### config.mk
export PLATFORM = sky130hd
export DESIGN_NAME = pll_reset_sequencer
export DESIGN_NICKNAME = d
export VERILOG_FILES = /design/src/rtl/pll_reset_sequencer.sv
export SDC_FILE = /design/constraint.sdc
export NUM_CORES = 1
export LEC_CHECK = 0
export ABC_AREA = 1
export BUFFER_PORTS_ARGS = -buffer_cell sky130_fd_sc_hd__buf_4
export CAP_MARGIN = 20
export CORE_ASPECT_RATIO = 0.9
export CORE_UTILIZATION = 40
export DETAILED_ROUTE_END_ITERATION = 12
export GPL_ROUTABILITY_DRIVEN = 0
export REMOVE_ABC_BUFFERS = 1
export SETUP_SLACK_MARGIN = 0.02
export SLEW_MARGIN = 30
export SYNTH_ARGS = -nofsm -noshare
export SYNTH_HDL_FRONTEND = slang
export SYNTH_SLANG_ARGS = --single-unit
### constraint.sdc
create_clock -name clk -period 1.6 [get_ports clk]
set_input_delay 0.08 -clock clk [delete_from_list [all_inputs] [get_ports clk]]
set_output_delay 0.08 -clock clk [all_outputs]
set_load 0.005 [all_outputs]
### src/rtl/pll_reset_sequencer.sv
// Bring-up sequencer for the video PLL: pulses the PLL reset, qualifies lock,
// then releases the pixel and draw domain resets in order; latches a fault after repeated timeouts.
module pll_reset_sequencer #(
    parameter int unsigned RST_CYCLES     = 16,
    parameter int unsigned LOCK_TIMEOUT   = 65536,
    parameter int unsigned STABLE_CYCLES  = 1024,
    parameter int unsigned STAGGER_CYCLES = 16,
    parameter int unsigned MAX_RETRIES    = 3
) (
    input  logic       clk,
    input  logic       rst,
    input  logic       pll_locked,
    output logic       pll_rst,
    output logic       rst_pix,
    output logic       rst_draw,
    output logic       ready,
    output logic       fault,
    output logic [7:0] relock_count,
    output logic [2:0] state
);

    localparam int unsigned MAX_AB = (RST_CYCLES > LOCK_TIMEOUT) ? RST_CYCLES : LOCK_TIMEOUT;
    localparam int unsigned MAX_CD = (STABLE_CYCLES > STAGGER_CYCLES) ? STABLE_CYCLES : STAGGER_CYCLES;
    localparam int unsigned MAX_P  = (MAX_AB > MAX_CD) ? MAX_AB : MAX_CD;
    localparam int unsigned CW     = (MAX_P > 2) ? $clog2(MAX_P) : 1;
    localparam int unsigned RW     = (MAX_RETRIES > 1) ? $clog2(MAX_RETRIES + 1) : 1;

    typedef enum logic [2:0] {
        ST_PLL_RST   = 3'd0,
        ST_WAIT_LOCK = 3'd1,
        ST_SETTLE    = 3'd2,
        ST_REL_PIX   = 3'd3,
        ST_REL_DRAW  = 3'd4,
        ST_RUN       = 3'd5,
        ST_FAULT     = 3'd6
    } state_t;

    state_t          r_state;
    state_t          w_next;
    logic [CW-1:0]   r_cnt;
    logic [RW-1:0]   r_retries;
    logic [RW-1:0]   w_retries_next;
    logic [RW-1:0]   w_retries_plus;
    logic            w_relock_inc;
    logic            r_sync1;
    logic            r_lock_s;
    logic            r_pll_rst;
    logic            r_rst_pix;
    logic            r_rst_draw;
    logic            r_ready;
    logic            r_fault;
    logic [7:0]      r_relock;
    logic            w_pll_rst;
    logic            w_rst_pix;
    logic            w_rst_draw;
    logic            w_ready;
    logic            w_fault;

    assign w_retries_plus = r_retries + RW'(1);

    always_ff @(posedge clk or posedge rst) begin
        if (rst) begin
            r_sync1  <= 1'b0;
            r_lock_s <= 1'b0;
        end else begin
            r_sync1  <= pll_locked;
            r_lock_s <= r_sync1;
        end
    end

    always_comb begin
        w_next         = r_state;
        w_retries_next = r_retries;
        w_relock_inc   = 1'b0;
        case (r_state)
            ST_PLL_RST: begin
                if (r_cnt == CW'(RST_CYCLES - 1)) w_next = ST_WAIT_LOCK;
            end
            ST_WAIT_LOCK: begin
                if (r_lock_s) begin
                    w_next = ST_SETTLE;
                end else if (r_cnt == CW'(LOCK_TIMEOUT - 1)) begin
                    w_retries_next = w_retries_plus;
                    w_next = (w_retries_plus == RW'(MAX_RETRIES)) ? ST_FAULT : ST_PLL_RST;
                end
            end
            ST_SETTLE: begin
                if (!r_lock_s) w_next = ST_WAIT_LOCK;
                else if (r_cnt == CW'(STABLE_CYCLES - 1)) w_next = ST_REL_PIX;
            end
            ST_REL_PIX, ST_REL_DRAW, ST_RUN: begin
                // Lock loss outranks any stagger expiry in the same cycle.
                if (!r_lock_s) begin
                    w_next         = ST_PLL_RST;
                    w_relock_inc   = 1'b1;
                    w_retries_next = '0;
                end else if (r_state == ST_REL_PIX && r_cnt == CW'(STAGGER_CYCLES - 1)) begin
                    w_next = ST_REL_DRAW;
                end else if (r_state == ST_REL_DRAW && r_cnt == CW'(STAGGER_CYCLES - 1)) begin
                    w_next         = ST_RUN;
                    w_retries_next = '0;
                end
            end
            ST_FAULT: w_next = ST_FAULT;
            default:  w_next = ST_PLL_RST;
        endcase
    end

    // Outputs are decoded from the next state and registered so they move with the state edge.
    always_comb begin
        w_pll_rst  = (w_next == ST_PLL_RST) || (w_next == ST_FAULT);
        w_rst_pix  = !((w_next == ST_REL_PIX) || (w_next == ST_REL_DRAW) || (w_next == ST_RUN));
        w_rst_draw = !((w_next == ST_REL_DRAW) || (w_next == ST_RUN));
        w_ready    = (w_next == ST_RUN);
        w_fault    = (w_next == ST_FAULT);
    end

    always_ff @(posedge clk or posedge rst) begin
        if (rst) begin
            r_state    <= ST_PLL_RST;
            r_cnt      <= '0;
            r_retries  <= '0;
            r_relock   <= 8'd0;
            r_pll_rst  <= 1'b1;
            r_rst_pix  <= 1'b1;
            r_rst_draw <= 1'b1;
            r_ready    <= 1'b0;
            r_fault    <= 1'b0;
        end else begin
            r_state    <= w_next;
            r_cnt      <= (w_next != r_state) ? '0 : r_cnt + CW'(1);
            r_retries  <= w_retries_next;
            if (w_relock_inc && r_relock != 8'hFF) r_relock <= r_relock + 8'd1;
            r_pll_rst  <= w_pll_rst;
            r_rst_pix  <= w_rst_pix;
            r_rst_draw <= w_rst_draw;
            r_ready    <= w_ready;
            r_fault    <= w_fault;
        end
    end

    assign pll_rst      = r_pll_rst;
    assign rst_pix      = r_rst_pix;
    assign rst_draw     = r_rst_draw;
    assign ready        = r_ready;
    assign fault        = r_fault;
    assign relock_count = r_relock;
    assign state        = r_state;

endmodule

==> results by group, run 1 <==
STA
  • Max-Slew Margin vs Limit: 70.0%
  • Least-Margin Pin Slew: 0.451 ns
  • RSZ-0062 raised after global routing: yes
  • Final period util: 113%
  • Peak Freq: 553 MHz
  • Final Hold Fails: 0
  • Final worst slack: -0.209 ns
  • Final Setup Violations: 21
  • Fin. max-slew vios: 0
  • Setup Skew: 0.00435 ns
  • Min Tclk post-route: 1.81 ns
  • Final hold slack: 0.351 ns
  • Setup Total Neg Slack: -3.25 ns

Placed design
  • Port bufs: 18
  • DP HPWL: 2860 um

Detailed routing
  • Uppermost layer routed: met4
  • Starting DRT DRC Count: 52
  • # DRC: 0
  • Via-to-Cell Ratio: 4.57
  • Wire per inst: 11.9 um
  • Routed wl met2: 1920 um
  • Drt pass-1 iters: 5
  • Routed Antenna Nets: 0
  • Routed wire length: 4170 um
  • Wl on met1: 2090 um
  • Met3 routed WL: 125 um
  • Routed via count: 1601

Synthesis
  • Yosys top cell by area: dfrtp_1
  • #FFs+latches synth: 36
  • Most frequent cell after synthesis: dfrtp_1
  • Top cells by count, synth: dfrtp_1, nor2_1, nand2_1
  • Mapped cell area: 1990 um2
  • Post-synth cell types: 29
  • Synth top area share: 41.5%
  • FFs w/ async S/R, synth: 100%
  • Top cells by area, synth: dfrtp_1, nor2_4, nor2_1
  • Mean Syn Cell Area: 9.47 um2
  • Yosys warnings: 0
  • Main synth FF type: dfrtp_1
  • Synthesized netlist cell count: 210
  • Post-synth EDFFs: 0
  • Register area share after synthesis: 45.5%

Floorplanning
  • Core area: 4600 um2
  • Die Area: 5260 um2
  • Starting Density: 43.2%
  • Row cnt: 23
  • Die extent in x: 76.3 um
  • Die H: 68.9 um
  • I/O pins: 19

Worst setup path
  • Worst-path fanout max: 6
  • Crit start category: flip-flop
  • CP Capture Type: flip-flop
  • WP data arrival: 1.98 ns
  • Setup CP Type: reg2reg
  • WP data required: 1.77 ns
  • Reg2Reg Depth: 13

CTS
  • CTS Buf Count: 5
  • CTS Sinks: 36
  • CTS tree: yes
  • H-Tree Depth: 2
  • Root Driver: clkbuf_8
  • Clock transition at path regs: 0.07 ns
  • Clock Latency Late Sink: 0.29 ns
  • Clock Path Buffers: 2

Global routing
  • Initial antenna violation count: 0
  • First-pass GRT wire length: 6420 um
  • Overall Global Routing Usage: 16.0%
  • Largest net degree at the start of global routing: 37
  • Number of global-route vias before repair: 1449
  • Gr ovfl total: 0

Worst hold path
  • Hold Crit Depth: 0
  • Hold WC Path Type: reg2reg

Layout
  • N_diodes: 0
  • Layout net count: 293
  • Area Overhead vs Synth: 43.6%
  • Filler Cells Inserted: 410
  • Core Util, Final: 62.0%
  • Share of layout cells above drive strength 1: 50.0%

Pwr
  • Leakage: 1.41 nW
  • PD cells: 1080 nW/um2
  • Worst IR Drop VDD: 0.710 mV

Status
  • Status: complete, but fails checks
  • Failing checks: setup timing

Run
  • Max_cap viols: 0
[final cells by class]
| class | instances | area (um2) | share of cell area (%) |
|---|---|---|---|
| multi-input combinational | 153 | 1110 | 39.0 |
| sequential | 36 | 905 | 31.7 |
| timing repair buffer | 72 | 579 | 20.3 |
| tap | 62 | 77.6 | 2.72 |
| inverter | 19 | 73.8 | 2.58 |
| clock buffer | 6 | 72.6 | 2.54 |
| clock inverter | 2 | 35.0 | 1.23 |
[through the flow]
step / cells / cell area, um2 / power [mW] / worst slack [ns]
floorplan: 208 / 1960 / 1.65 / -0.135
finish: 350 / 2860 / 3.10 / -0.209
global placement: 334 / 2530 / 2.06 / -0.0816
global route: 350 / 2860 / 3.27 / -0.281
CTS: 345 / 2710 / 2.94 / -0.105
detailed placement: 334 / 2530 / 2.09 / -0.154
[registers in the layout (all words and copies together) (netlist names)]
| register | count |
|---|---|
| rst_draw | 1 |
| ready | 1 |
| pll_rst | 1 |
| r_retries | 2 |
| r_sync1 | 1 |
| rst_pix | 1 |
| relock_count | 8 |
| r_cnt | 16 |
| fault | 1 |
| state | 3 |
| r_lock_s | 1 |
[metal layers]
metal | up-vias | global-route usage, %
met5 | - | 0
met4 | 0 | 6.73
met3 | 4 | 3.95
met2 | 29 | 25.3
met1 | 748 | 21.3
li1 | 820 | -
[kinds of logic (layout without fill, tap and decap cells)]
kind of cell             after synthesis  in the layout  synth area share (%)
AND/OR/NAND/NOR                      118            118                  34.7
flip-flops                            36             36                  45.5
buffers and inverters                 21             99                  4.97
XOR/XNOR                              20             20                  8.81
AO/OA/AOI/OAI                         10             10                  3.02
adder cells (fa/ha/maj)                3              3                  1.89
multiplexers                           2              2                  1.13
[layout by cell type, fill, tap and decap left out, drive strengths merged]
cell and count:
a21boi 1, a21oi 4, a22o 1, and2 1, buf 69, bufinv 1, clkbuf 7, clkinv 1
dfrtp 33, dfstp 3, dlygate4sd3 2, ha 3, inv 19, mux2 2, nand2 40, nand3 15
nand4 8, nor2 49, nor3 4, nor3b 1, o21ai 4, xnor2 7, xor2 13
[final timing paths]
kind,start,endpoint,slack (ns)
worst max register to register,r_cnt[1]$_DFF_PP0_,r_cnt[9]$_DFF_PP0_,-0.21
max in group asynchronous,rst,pll_rst$_DFF_PP1_,0.80
worst min register to register,r_sync1$_DFF_PP0_,r_lock_s$_DFF_PP0_,0.35
worst min-delay path,r_sync1$_DFF_PP0_,r_lock_s$_DFF_PP0_,0.35
min in group asynchronous,rst,r_sync1$_DFF_PP0_,0.46
worst max-delay path,r_cnt[1]$_DFF_PP0_,r_cnt[9]$_DFF_PP0_,-0.21
[report_power, final]
group	internal, mW	total [mW]	switching (mW)	leakage (nW)
Combinational	0.580	1.18	0.604	0.874
Clock	0.462	0.788	0.326	0.0552
Sequential	1.02	1.12	0.105	0.480
Total	2.06	3.10	1.04	1.41
[critical path: stages, from the launching register on]
cell	delay (ns)
dfrtp_1	0.40
ha_4	0.17
nand3_4	0.13
nor2_2	0.17
nand3_2	0.10
nand2_1	0.07
nand2_1	0.07
nand2_2	0.11
nand2_4	0.06
nand2_2	0.05
nand2_2	0.05
nand2_4	0.10
clkbuf_16	0.18
nor2_4	0.03
[timing repair]
action	4_1_cts	5_1_grt
hold endpoints to repair	34	0
hold buffers	2	0
resized for setup	11	26
buffers inserted	1	4
pin swaps	2	7
cloned	0	1
setup endpoints to repair	23	28
Power figures use the tool's default switching activity.
==> run 2, diff against run 1 <==
- ABC_AREA: 1 -> default
- BUFFER_PORTS_ARGS: -buffer_cell sky130_fd_sc_hd__buf_4 -> default
- DONT_BUFFER_PORTS: default -> 1
==> run 2 against run 1 <==
Compared with the run above:
- the flow still finishes with violations (setup timing)
- total power decreased by 8.5%
- synthesized cell count is 16% lower
- sequential share of layout area grew 2.7 points
- maximum frequency shrank 22%
- die area down 7.6%
- register-to-register slack lost 0.51 ns
- critical path depth decreased by 7
- design area is 7.7% lower
==> results by group, run 2 <==
Status
  • Status: complete, but fails checks
  • Failing checks: setup timing

Synthesis
  • Top cells by area, synth: dfrtp_1, a21oi_1, xnor2_1
  • Post-synth EDFFs: 0
  • Mean Syn Cell Area: 10.4 um2
  • Main synth FF type: dfrtp_1
  • Yosys warnings: 0
  • Post-synth cell types: 42
  • Most frequent cell after synthesis: dfrtp_1
  • Top cells by count, synth: dfrtp_1, a21oi_1, xnor2_1
  • #FFs+latches synth: 36
  • Yosys top cell by area: dfrtp_1
  • Synth top area share: 45.1%
  • Synthesized netlist cell count: 177
  • Register area share after synthesis: 49.4%
  • Mapped cell area: 1830 um2
  • FFs w/ async S/R, synth: 100%

STA
  • Final worst slack: -0.720 ns
  • Final Setup Violations: 27
  • Setup Skew: 0.00285 ns
  • Fin. max-slew vios: 0
  • Max-Slew Margin vs Limit: 69.7%
  • Peak Freq: 431 MHz
  • Least-Margin Pin Slew: 0.454 ns
  • Min Tclk post-route: 2.32 ns
  • Final Hold Fails: 0
  • RSZ-0062 raised after global routing: yes
  • Final period util: 145%
  • Final hold slack: 0.334 ns

Layout
  • Leading cell type in the layout, fill and taps excluded: buf_4
  • Area Overhead vs Synth: 43.8%
  • Share of layout cells above drive strength 1: 45.5%
  • Commonest non-fill, non-tap cells in the layout: buf_4, dfrtp_1, xnor2_1
  • Largest register FFs: 16
  • Filler Cells Inserted: 355
  • Layout net count: 249
  • Biggest register: r_cnt
  • N_diodes: 0

Detailed routing
  • # DRC: 0
  • Routed Antenna Nets: 0
  • Routed via count: 1648
  • Via-to-Cell Ratio: 5.42
  • Wire per inst: 15.4 um
  • Routed wire length: 4670 um
  • Drt pass-1 iters: 4
  • Starting DRT DRC Count: 113

Global routing
  • Overall Global Routing Usage: 21.6%
  • Gr ovfl total: 0
  • Number of global-route vias before repair: 1689
  • Initial antenna violation count: 0
  • Largest net degree at the start of global routing: 37
  • First-pass GRT wire length: 7850 um

Worst setup path
  • Worst-path fanout max: 8
  • Reg2Reg Depth: 6
  • CP Capture Type: flip-flop
  • Critical Path Sink: r_cnt[0]$_DFF_PP0_
  • WP data required: 1.82 ns
  • R2R setup slack: -0.72 ns
  • Worst Setup SP: r_cnt[7]$_DFF_PP0_
  • FF-to-FF End: r_cnt[0]$_DFF_PP0_
  • WP data arrival: 2.54 ns
  • Crit start category: flip-flop
  • Reg2reg start: r_cnt[7]$_DFF_PP0_
  • Setup CP Type: reg2reg

Pwr
  • Leakage: 1.18 nW
  • Worst IR Drop VDD: 0.689 mV
  • PD cells: 1070 nW/um2

Placed design
  • DP HPWL: 2990 um
  • Post-Place Worst Slack: -0.756 ns
  • Port bufs: 0

CTS
  • CTS Sinks: 36
  • Root Driver: clkbuf_8
  • Clock Path Buffers: 2
  • H-Tree Depth: 2
  • CTS Buf Count: 5
  • CTS tree: yes
  • Clock Latency Late Sink: 0.29 ns
  • Clock transition at path regs: 0.07 ns

Floorplanning
  • Row cnt: 22
  • Die H: 66.2 um
  • Die extent in x: 73.4 um
  • I/O pins: 19
  • Starting Density: 43.2%
  • Core area: 4240 um2
  • Die Area: 4860 um2

Worst hold path
  • Hold WC Path Type: in2async

Run
  • Max_cap viols: 0
## run 2: cell count changes after synthesis, sizes merged, moves of 4 or more
cell    before  now
nor2        49    6
inv         19    8
clkbuf       0    6
nand3       15    5
xor2        13    9
nand2       40   11
nor2b        0    5
and3         0    5
nand2b       0    4
xnor2        7   12
a21oi        4   21
## run 2: critical path: stages, from the launching register on
cell     delay [ns]
dfrtp_1        0.38
or4_4          0.54
nor4_4         0.33
mux2i_1        0.14
or4b_4         0.56
buf_6          0.17
a21oi_1        0.13
## run 2: worst min path at each step
| stage | startpoint | end | slack (ns) | depth (start not counted) |
|---|---|---|---|---|
| final | rst | r_cnt[9]$_DFF_PP0_ | 0.33 | 3 |
| after global routing | pll_locked | r_sync1$_DFF_PP0_ | 0.35 | 1 |
| after CTS | pll_locked | r_sync1$_DFF_PP0_ | 0.33 | 1 |
| after detailed placement | rst | r_cnt[0]$_DFF_PP0_ | 0.11 | 2 |
| after global placement | rst | r_cnt[11]$_DFF_PP0_ | 0.09 | 2 |
| after floorplan | pll_locked | r_sync1$_DFF_PP0_ | 0.11 | 0 |
## run 2: cell families (layout without fill, tap and decap cells)
| kind of cell | count (synthesis) | count (layout) | share of synthesized area [%] |
|---|---|---|---|
| xor gates and xnor gates | 21 | 21 | 10.0 |
| and+or+nand+nor | 61 | 61 | 20.0 |
| muxes | 3 | 3 | 1.71 |
| AOI/OAI and AO/OA | 38 | 38 | 13.1 |
| buffers and inverters | 15 | 82 | 3.75 |
| DFF | 36 | 36 | 49.4 |
| adders and majority gates | 3 | 3 | 2.05 |
## run 2: through the flow
| step | instance area [um2] | instances | total power, mW | setup TNS (ns) | utilization [%] |
|---|---|---|---|---|---|
| finish | 2640 | 304 | 2.83 | -14.35 | 62.2 |
| global route | 2640 | 304 | 2.97 | -16.37 | 62.2 |
| CTS | 2620 | 304 | 2.80 | -14.17 | 61.8 |
| detailed placement | 2280 | 285 | 1.94 | -16.14 | 53.8 |
| global placement | 2280 | 285 | 1.91 | -15.22 | 53.8 |
| floorplan | 1790 | 170 | 1.53 | -24.44 | - |
## run 2: layout make-up
cell class	instances	area (um2)	area share [%]
Clock inverter	3	18.8	0.712
Tap cell	60	75.1	2.85
Multi-Input combinational cell	126	1010	38.3
Clock buffer	5	68.8	2.61
Timing Repair Buffer	66	527	20.0
Sequential cell	36	907	34.4
Inverter	8	30.0	1.14
## run 2: repair_timing
action	CTS	global route
resized for setup	45	4
pin swaps	25	2
setup buffers	7	0
hold buffers	2	0
endpoints found under the setup margin	34	34
gates cloned	2	0
hold endpoints to repair	34	0
## run 2: power by group
group          internal (mW)  switching, mW
logic                  0.525          0.554
registers               1.02         0.0918
clock network          0.303          0.338
total                   1.85          0.984
## run 2: metal layers
metal | routed length (um) | track usage [%]
met1 | 2110 | 27.2
met2 | 2300 | 35.5
met3 | 160 | 4.27
met4 | 106 | 9.86
met5 | 0 | 0
==> run 3, diff against run 2 <==
- BUFFER_PORTS_ARGS: default -> -buffer_cell sky130_fd_sc_hd__buf_4
- DONT_BUFFER_PORTS: 1 -> default
- SLEW_MARGIN: 30 -> 20
==> run 3 against run 2 <==
Compared with the run above:
- hold slack gained 0.027 ns
- the run still ends with setup timing left
- wire length increased by 6.7%
- die area is the same
- count of clock-buffer cells in the layout up 1
- first-iteration DRC count is 27% lower
- register-to-register slack worse by 0.05 ns
- largest cell class unchanged
- combinational power rose by 14%
==> results by group, run 3 (synthesis results as in run 2) <==
Global routing
  • Number of global-route vias before repair: 1805
  • Largest net degree at the start of global routing: 37
  • GR Util met3: 6.71%
  • Peak-usage layer in the global routing report: met2
  • M1 GR Usage: 26.3%
  • Overall Global Routing Usage: 22.6%
  • Met2 GRT Util: 38.4%
  • Initial antenna violation count: 0
  • Gr ovfl total: 0
  • First-pass GRT wire length: 8180 um

Worst setup path
  • Top Family by Delay on Critical Path: simple AND/OR/NAND/NOR gates
  • CP Capture Type: flip-flop
  • Worst path cell trace: or4_4 -> nor4_4 -> mux2i_1 -> or4b_4 -> buf_8 -> a21oi_2
  • Max stage delay cell, worst path: or4b_4
  • Setup CP Type: reg2reg
  • WP data arrival: 2.59 ns
  • WP data required: 1.82 ns
  • Worst-path fanout max: 8
  • Crit start category: flip-flop
  • Bufs and invs on worst path: 1
  • CP peak stage delay: 0.59 ns

STA
  • Fin. max-slew vios: 0
  • Setup Total Neg Slack: -15.52 ns
  • Final period util: 148%
  • Final Setup Violations: 26
  • Final worst slack: -0.767 ns
  • Final hold slack: 0.361 ns
  • Min Tclk post-route: 2.37 ns
  • Peak Freq: 422 MHz
  • Final Hold Fails: 0
  • Max-Slew Margin vs Limit: 69.4%
  • Least-Margin Pin Slew: 0.459 ns
  • RSZ-0062 raised after global routing: yes
  • Setup Skew: 0.00415 ns

Run
  • Max_cap viols: 0

CTS
  • Clock transition at path regs: 0.07 ns
  • H-Tree Depth: 2
  • CTS Sinks: 36
  • Root Driver: clkbuf_8
  • CTS tree: yes
  • Clock Path Buffers: 2
  • CTS Buf Count: 5
  • Clock Latency Late Sink: 0.29 ns

Placed design
  • Post-Place Worst Slack: -0.807 ns
  • Port bufs: 18
  • DP HPWL: 3160 um

Detailed routing
  • Routed Antenna Nets: 0
  • Wire per inst: 15.5 um
  • Drt pass-1 iters: 4
  • Routed wire length: 4980 um
  • Via-to-Cell Ratio: 5.32
  • Routed via count: 1712
  • # DRC: 0
  • Starting DRT DRC Count: 82

Pwr
  • PD cells: 1090 nW/um2
  • Worst IR Drop VDD: 0.628 mV
  • Leakage: 1.32 nW

Floorplanning
  • Die H: 66.2 um
  • Starting Density: 43.2%
  • Row cnt: 22
  • Core area: 4240 um2
  • I/O pins: 19
  • Die extent in x: 73.4 um
  • Die Area: 4860 um2

Layout
  • Biggest register: r_cnt
  • Layout net count: 267
  • Largest register FFs: 16
  • Core Util, Final: 68.1%
  • Commonest non-fill, non-tap cells in the layout: buf_4, dfrtp_1, a21oi_2, xnor2_1, nand2_1
  • Area Overhead vs Synth: 57.5%
  • N_diodes: 0
  • Share of layout cells above drive strength 1: 51.9%
  • Leading cell type in the layout, fill and taps excluded: buf_4

Status
  • Failing checks: setup timing
  • Status: complete, but fails checks

Worst hold path
  • Hold WC Path Type: reg2reg
run 3: changes by cell type in the layout (fill, tap and decap cells not counted), sizes merged:
cell    change
buf        +18
clkinv      -2
bufinv      +1
clkbuf      +1
run 3: repair_timing:
item / 4_1_cts / 5_1_grt
endpoints found under the setup margin: 34 / 33
hold buffers: 2 / 0
buffers inserted: 3 / 9
cloned: 1 / 0
endpoints found under the hold margin: 34 / 0
pin swaps: 14 / 12
resized for setup: 42 / 24
run 3: layer usage:
metal | part of all wire [%] | up-vias
met3 | 3.6 | 15
met2 | 52 | 38
met1 | 42 | 852
met4 | 2.3 | 0
li1 | - | 807
met5 | 0 | -
run 3: path summary, 6_finish.rpt:
kind / start / endpoint / slack (ns) / depth (start not counted)
worst min register to register: r_sync1$_DFF_PP0_ / r_lock_s$_DFF_PP0_ / 0.36 / 0
min in group asynchronous: rst / r_cnt[14]$_DFF_PP0_ / 0.45 / 4
worst max-delay path: r_cnt[15]$_DFF_PP0_ / r_cnt[10]$_DFF_PP0_ / -0.77 / 6
max in group asynchronous: rst / pll_rst$_DFF_PP1_ / 0.80 / 4
worst max register to register: r_cnt[15]$_DFF_PP0_ / r_cnt[10]$_DFF_PP0_ / -0.77 / 6
worst min-delay path: r_sync1$_DFF_PP0_ / r_lock_s$_DFF_PP0_ / 0.36 / 0
run 3: final cells by class:
cell class / count / area (um2)
timing repair buffer: 84 / 673
tap: 60 / 75.1
clock inverter: 2 / 35.0
multi-input combinational: 126 / 1090
sequential: 36 / 908
clock buffer: 6 / 72.6
fill: 333 / 1350
inverter: 8 / 30.0
run 3: power by group:
part | internal [mW] | total (mW) | switching (mW)
Clock | 0.462 | 0.799 | 0.337
Sequential | 1.02 | 1.13 | 0.108
Combinational | 0.643 | 1.23 | 0.588
run 3: metrics by stage:
stage | total power [mW] | std cells | area, um2
floorplan | 1.53 | 170 | 1790
global placement | 1.97 | 303 | 2420
detailed placement | 2.01 | 303 | 2420
CTS | 3.02 | 317 | 2740
global route | 3.36 | 322 | 2890
finish | 3.16 | 322 | 2890
